File: src/rtl/demux_dispatch_ctrl_pkg.sv
// Shared encodings for the 1-to-4 demux dispatch controller.
package demux_dispatch_ctrl_pkg;
  localparam int NUM_CH = 4;
  localparam int SEL_W  = 2;

  localparam logic MODE_ADDR = 1'b0;
  localparam logic MODE_RR   = 1'b1;

  typedef enum logic {ST_IDLE, ST_FULL} state_t;
endpackage

File: src/rtl/demux_dispatch_ctrl_rr_pick4.sv
// Round-robin picker: first enabled channel at or after ptr, modulo NUM_CH.
module rr_pick4
  import demux_dispatch_ctrl_pkg::*;
(
  input  logic [SEL_W-1:0]  ptr,
  input  logic [NUM_CH-1:0] en,
  output logic [SEL_W-1:0]  ch,
  output logic              any_en
);
  logic [SEL_W-1:0] idx;

  always_comb begin
    ch     = ptr;
    any_en = |en;
    idx    = '0;
    // Walk from the farthest offset inward so the nearest enabled channel wins.
    for (int k = NUM_CH-1; k >= 0; k--) begin
      idx = ptr + SEL_W'(k);
      if (en[idx]) ch = idx;
    end
  end
endmodule

File: src/rtl/demux_dispatch_ctrl.sv
// Valid/ready dispatcher: steers each input item to one of four channels
// through a one-deep output register, addressed or round-robin.
module demux_dispatch_ctrl
  import demux_dispatch_ctrl_pkg::*;
#(
  parameter int DW = 8,
  parameter int CW = 8
) (
  input  logic              clk,
  input  logic              rst,
  input  logic              mode,
  input  logic [NUM_CH-1:0] chan_en,
  input  logic              in_valid,
  output logic              in_ready,
  input  logic [DW-1:0]     in_data,
  input  logic [SEL_W-1:0]  in_dest,
  output logic [DW-1:0]     out_data,
  output logic [SEL_W-1:0]  out_sel,
  output logic [NUM_CH-1:0] out_valid,
  input  logic [NUM_CH-1:0] out_ready,
  output logic              busy,
  output logic [CW-1:0]     drop_cnt
);
  state_t           state, state_nxt;
  logic [SEL_W-1:0] rr_ptr, rr_ch, ch;
  logic             any_en, out_fire, in_fire, drop, load;

  rr_pick4 u_pick (
    .ptr    (rr_ptr),
    .en     (chan_en),
    .ch     (rr_ch),
    .any_en (any_en)
  );

  assign busy     = (state == ST_FULL);
  assign out_fire = busy & out_ready[out_sel];
  assign in_ready = ((state == ST_IDLE) | out_fire) & ((mode == MODE_ADDR) | any_en);
  assign in_fire  = in_valid & in_ready;
  assign ch       = (mode == MODE_RR) ? rr_ch : in_dest;
  // Addressed items aimed at a disabled channel are consumed and counted.
  assign drop     = in_fire & (mode == MODE_ADDR) & ~chan_en[in_dest];
  assign load     = in_fire & ~drop;

  always_comb begin
    state_nxt = state;
    case (state)
      ST_IDLE: if (load) state_nxt = ST_FULL;
      ST_FULL: if (out_fire) state_nxt = load ? ST_FULL : ST_IDLE;
      default: state_nxt = ST_IDLE;
    endcase
  end

  always_ff @(posedge clk) begin
    if (rst) begin
      state     <= ST_IDLE;
      out_data  <= '0;
      out_sel   <= '0;
      out_valid <= '0;
      drop_cnt  <= '0;
      rr_ptr    <= '0;
    end else begin
      state <= state_nxt;
      if (load) begin
        out_data  <= in_data;
        out_sel   <= ch;
        out_valid <= NUM_CH'(1) << ch;
      end else if (out_fire) begin
        out_valid <= '0;
      end
      if (drop && drop_cnt != '1) drop_cnt <= drop_cnt + CW'(1);
      if (in_fire && mode == MODE_RR) rr_ptr <= rr_ch + SEL_W'(1);
    end
  end
endmodule
File: config.mk
export PLATFORM = sky130hd
export DESIGN_NAME = demux_dispatch_ctrl
export DESIGN_NICKNAME = d
export VERILOG_FILES = /design/src/rtl/demux_dispatch_ctrl_pkg.sv /design/src/rtl/demux_dispatch_ctrl_rr_pick4.sv /design/src/rtl/demux_dispatch_ctrl.sv
export SDC_FILE = /design/constraint.sdc
export NUM_CORES = 1
export LEC_CHECK = 0
export ABC_AREA = 1
export BUFFER_PORTS_ARGS = -buffer_cell sky130_fd_sc_hd__buf_2
export CAP_MARGIN = 20
export CORE_AREA = 3 3 65 67
export CTS_BUF_LIST = sky130_fd_sc_hd__clkbuf_8
export DETAILED_ROUTE_END_ITERATION = 8
export DIE_AREA = 0 0 68 70
export PLACE_DENSITY = 0.69
export SETUP_SLACK_MARGIN = 0.3
export SYNTH_ARGS = -nofsm -noshare
export SYNTH_HDL_FRONTEND = slang
export SYNTH_HIERARCHICAL = 1
export SYNTH_SLANG_ARGS = --single-unit
File: constraint.sdc
create_clock -name clk -period 4 [get_ports clk]
set_input_delay 0.2 -clock clk [delete_from_list [all_inputs] [get_ports clk]]
set_output_delay 0.2 -clock clk [all_outputs]
set_load 0.02 [all_outputs]
**After elaboration in Yosys (flattened, before gate mapping)**

Cells that the tools add are included.

- Output and inout bits: 24
- Word-level logic and storage cells: 57
- Bits in latches: 0
- Memories kept: 0
- Memory bits (writable): 0
- Register bits: 25
- Bits in read-only memories: 0

- Multiplexer cells: 22
- Bitwise operators: 12
- Add/subtract/negate cells: 5
- Shifts and indexed selects: 1
- Magnitude comparators: 6
- Multipliers: 0
- Div/mod/pow operators: 0
- Reduce and logical (&&, ||, !) cells: 4
- Equal/unequal tests: 1

Operators by type and width:

| cell | count |
|---|---|
| $lt 2x3->1 const B | 6 |
| $bmux 1 s2 | 6 |
| $mux 2 | 5 |
| $add 8x1->8 const B | 1 |
| $mux 1 | 8 |
| $mux 4 | 2 |
| $ne 8x8->1 const B | 1 |
| $and 1x1->1 | 6 |
| $add 2x1->2 const B | 2 |
| $add 2x2->2 const B | 2 |
| $not 1->1 | 4 |
| $reduce_or 4->1 | 1 |
| $shl 1x2->4 const A | 1 |
| $logic_and 1x1->1 | 2 |
| $or 1x1->1 | 2 |
| $pmux 1 s2 | 1 |
| $reduce_bool 2->1 | 1 |

**Logic depth before layout (Yosys ltp)**

- Word-level depth: 13
- Mapped depth: 18
- Mapped depth without buffers: 17

**Modules after synthesis**

Netlist, hierarchy kept.

By module, submodules not included:

| module | cells each | area each (um^2) | seq. area each (um^2) | times used |
|---|---|---|---|---|
| demux_dispatch_ctrl | 165 | 1,238.7 | 500.5 | 1 |
| rr_pick4 | 50 | 217.7 | 0.0 | 1 |

**Worst setup path after synthesis**

OpenSTA, ideal clock, no wires.

- Path kind: register to register
- From: register rr_ptr[0]
- To: register out_valid[2]
- Stages on the path, launching flop included: 19
- Setup slack: 2.388 ns
- Arrival: 1.541 ns
- Data required time: 3.930 ns
- Cells stage by stage: dfxtp_1 -> buf_6 -> inv_6 -> nand2_1 -> nand2_1 -> nand2_1 -> nand2_1 -> nand2_1 -> nand2_1 -> nand2_1 -> nand2_1 -> nand2_1 -> inv_1 -> nand2_1 -> o21ai_0 -> inv_1 -> nor2_1 -> nand2_1 -> a21oi_1

- Longest elaborated chain between the ends: 10
- Elaborated cells between the ends (all ways): 18

Ends and longest elaborated chain:

| element | RTL line | text |
|---|---|---|
| start: declaration | demux_dispatch_ctrl.sv:25 | `logic [SEL_W-1:0] rr_ptr, rr_ch, ch;` |
| start signal: assignment | demux_dispatch_ctrl.sv:71 | `if (in_fire && mode == MODE_RR) rr_ptr <= rr_ch + SEL_W'(1);` |
| $add 2x2->2 | demux_dispatch_ctrl_rr_pick4.sv:18 | `idx = ptr + SEL_W'(k);` |
| $bmux 1 s2 | demux_dispatch_ctrl_rr_pick4.sv:19 | `if (en[idx]) ch = idx;` |
| $mux 1 (not written as such) | demux_dispatch_ctrl_rr_pick4.sv:19 |  |
| $mux 2 (3 in a row) | demux_dispatch_ctrl_rr_pick4.sv:19 |  |
| $mux 2 (*) | demux_dispatch_ctrl_rr_pick4.sv:19 |  |
| via rr_ch[0] | demux_dispatch_ctrl.sv:25 |  |
| $mux 2 (*) | demux_dispatch_ctrl.sv:39 | `assign ch = (mode == MODE_RR) ? rr_ch : in_dest;` |
| $shl 1x2->4 (*) | demux_dispatch_ctrl.sv:66 | `out_valid <= NUM_CH'(1) << ch;` |
| $mux 4 (*) | demux_dispatch_ctrl.sv:63 | `if (load) begin` |
| end signal: assignment | demux_dispatch_ctrl.sv:66 |  |
| end: declaration | demux_dispatch_ctrl.sv:19 | `output logic [NUM_CH-1:0] out_valid,` |

Mark *: on every way through the listed nets, which the timed path passes. The rest lies on a longest branch. The select of a mux whose other input is x is not followed.
A chain may end at the register's enable or synchronous reset.

**Worst setup path in the final report**

Ends and elaborated chain as after synthesis.

==> run summary <==
r2r startpoint: rr_ptr[0]$_SDFFE_PP0P_
HP Start: in_data[3]
Reg-to-Reg End: out_valid[2]$_SDFFE_PP0P_
post_cts resized: 0
PD cells: 348 mW/mm^2
Peak supply drop: 169 uV
CP max stage cell: dfxtp_1
starting density of the core: 39.5%
top area cells in the synthesized netlist: dfxtp_1 (34%), nand2_1 (14%), nor2_1 (9.0%)
latest clock arrival within the worst-skew pair: 0.27 ns
Final setup viols: 0
area delta synth->final: 20.1%
Worst path max stage delay: 0.57 ns
Placement Rows: 22
Root Driver: clkbuf_8
Switching Share: 34.6%
Die Width: 68 um
Die Height: 70 um
Worst Path Max Fanout: 10
worst-case reg-to-reg path depth: 16
syn_nets: 238
syn avg cell area: 6.77 sq um
total track usage: 14.0%
vias in the first global route: 1250
LEAKAGE: 0.887 nW
cell area after synthesis: 0.00146 sq mm
Tot Pwr: 0.609 mW
Hold Violations, Final: 0
clock sink count: 25
# nets final: 283
total of max-cap violations: 0
Slew @ Worst Pin: 0.403 ns
critical path arrival: 2.22 ns
period utilization: 50.3%
asr flop ratio synth: 0%
r2r setup slk: 1.99 ns
Ports: 46
Worst Hold End: out_data[3]$_SDFFE_PP0P_
CP bufs+invs: 2
Worst-path clk slew: 0.09 ns
status: completed
CTS tree: yes
most instantiated cells after synthesis: nand2_1 (53), nor2_1 (35), dfxtp_1 (25)
Critical Path Start Type: flop
cell internal pwr: 0.398 mW
Worst Path Required: 4.21 ns
number of CTS-inserted buffers: 3
vias: 1423
hold depth: 3
die area: 0.00476 sq mm
critical path cell sequence: nand2_1 > o21ai_1 > nand2_1 > nand2_1 > nand2_1 > nand2_1 > nand2_1 > nand2_1 > nand2_1 > inv_1 > nand2_1 > o21ai_0 > inv_1 > nor2_1 > nand2_1 > a21oi_1
most frequent cell after synthesis: nand2_1
final worst slack: 1.99 ns
hold buffers post-CTS: 0
diodes inserted: 0
clock network fraction of total power: 25.1%
Synth warnings: 6
count of flip-flops with a built-in enable after synthesis: 0
Combinational Power Share: 28.7%
DRT iter0 DRCs: 78
final critical-path required period: 2.01 ns
clk buf depth: 2
remaining antenna violation count after routing: 0
Detail Placement HPWL: 2510 um
Setup Buffers After CTS: 0
post-synthesis sequential area ratio: 34.4%
gate count after technology mapping: 215
drt total wl: 3230 um
gpl congestion: 0.835
Hold Crit Class: primary input to flop
Clock Skews: 0.00322 ns
leading area contributor after synthesis: dfxtp_1
global-route wire length before repair: 5350 um
Crit path depth: 16
Achievable Freq: 497 MHz
TNS Setup: 0 ns
initial antenna violation count: 0
Most Frequent Cell on Critical Path: nand2_1
pre-CTS WS: 2.04 ns
RSZ-0062 raised after global routing: false
synth unique cells: 28
max_slew headroom: 73.1%
largest net degree at the start of global routing: 16
sequential power share: 46.2%
register bit total from synthesis: 25
H-Tree Depth: 1
area share of the largest cell type after synthesis: 34.4%
net switching power: 0.211 mW
remaining global-route overflow: 0
DR pass1 iterations: 4
vias per cell: 4.64
# port buffers: 45
WS Path Type: flop to flop
crit-path leading delay family: simple AND/OR/NAND/NOR gates
drt wl/cell: 10.5 um
layout cell share with drive strength beyond 1: 25.9%
CP Capture Type: flop
DRC violations left: 0
ys flop type: dfxtp_1
Final Max Tran Viols: 0
Core Area: 0.00369 sq mm
[cell type report]
type,instances,area [sq um]
Multi-Input combinational cell,163,827
Fill cell,400,1940
Clock inverter,1,7.51
Timing Repair Buffer,45,225
Clock buffer,3,41.3
Tap cell,48,60.1
Sequential cell,25,500
Inverter,22,87.6
[flip-flops by register name (all words and copies together), names as in the netlist]
| signal | count |
|---|---|
| drop_cnt | 8 |
| rr_ptr | 2 |
| busy | 1 |
| out_sel | 2 |
| out_data | 8 |
| out_valid | 4 |
[metrics by stage]
step	area [sq um]	util, %	std cells	hold slack, ns
global placement	1700	46.1	303	0.449
global route	1750	47.4	307	0.185
finish	1750	47.4	307	0.169
CTS	1750	47.4	307	0.167
detailed placement	1700	46.1	303	0.453
floorplan	1460	-	215	0.269
[per-layer routing]
layer  share of wire (%)  GRT usage, %  up-vias
li1                    -             -      772
met1                  50          18.8      602
met2                  41          22.2       44
met3                 8.3          3.70        5
met4                0.74          2.87        0
met5                   0             0        -
[cells by family (layout without fill, tap and decap cells)]
family                     Yosys count  after routing  share of synthesized area [%]
and+or+nand+nor                    119            119                           38.6
xor gates and xnor gates             7              7                           4.21
adders and majority gates            1              1                          0.859
DFF                                 25             25                           34.4
AOI/OAI and AO/OA                   36             36                           13.1
buffers and inverters               27             71                           8.85
[worst min-delay path, delay by kind of cell]
family	cells	cell delay, ns
buffers and inverters	1	0.08
and+or+nand+nor	1	0.07
AOI/OAI and AO/OA	1	0.06
[layout by cell type, fill, tap and decap left out, drive strengths merged]
cell	count
a21oi	14
buf	45
clkbuf	3
clkinvlp	1
dfxtp	25
ha	1
inv	22
nand2	58
nand3	18
nand4	3
nor2	38
nor3	2
o21ai	22
xnor2	3
xor2	4
[worst max path at each step]
stage                     slack (ns)                         to                   start
after detailed placement        2.04  out_valid[2]$_SDFFE_PP0P_  rr_ptr[0]$_SDFFE_PP0P_
final                           1.99  out_valid[2]$_SDFFE_PP0P_  rr_ptr[0]$_SDFFE_PP0P_
after floorplan                 2.39  out_valid[2]$_SDFFE_PP0P_  rr_ptr[0]$_SDFFE_PP0P_
after global placement          2.07  out_valid[2]$_SDFFE_PP0P_  rr_ptr[0]$_SDFFE_PP0P_
after CTS                       2.00  out_valid[2]$_SDFFE_PP0P_  rr_ptr[0]$_SDFFE_PP0P_
after global routing            1.68  out_valid[2]$_SDFFE_PP0P_  rr_ptr[0]$_SDFFE_PP0P_
[power by group through the flow]
stage	Clock, mW	Combinational, mW	Sequential [mW]
6_report	0.153	0.175	0.281
5_1_grt	0.167	0.200	0.284
4_1_cts	0.159	0.176	0.281
3_5_place_dp	0	0.175	0.287
3_3_place_gp	0	0.174	0.286
2_1_floorplan	0	0.116	0.303
(Power assumes the default switching activity.)
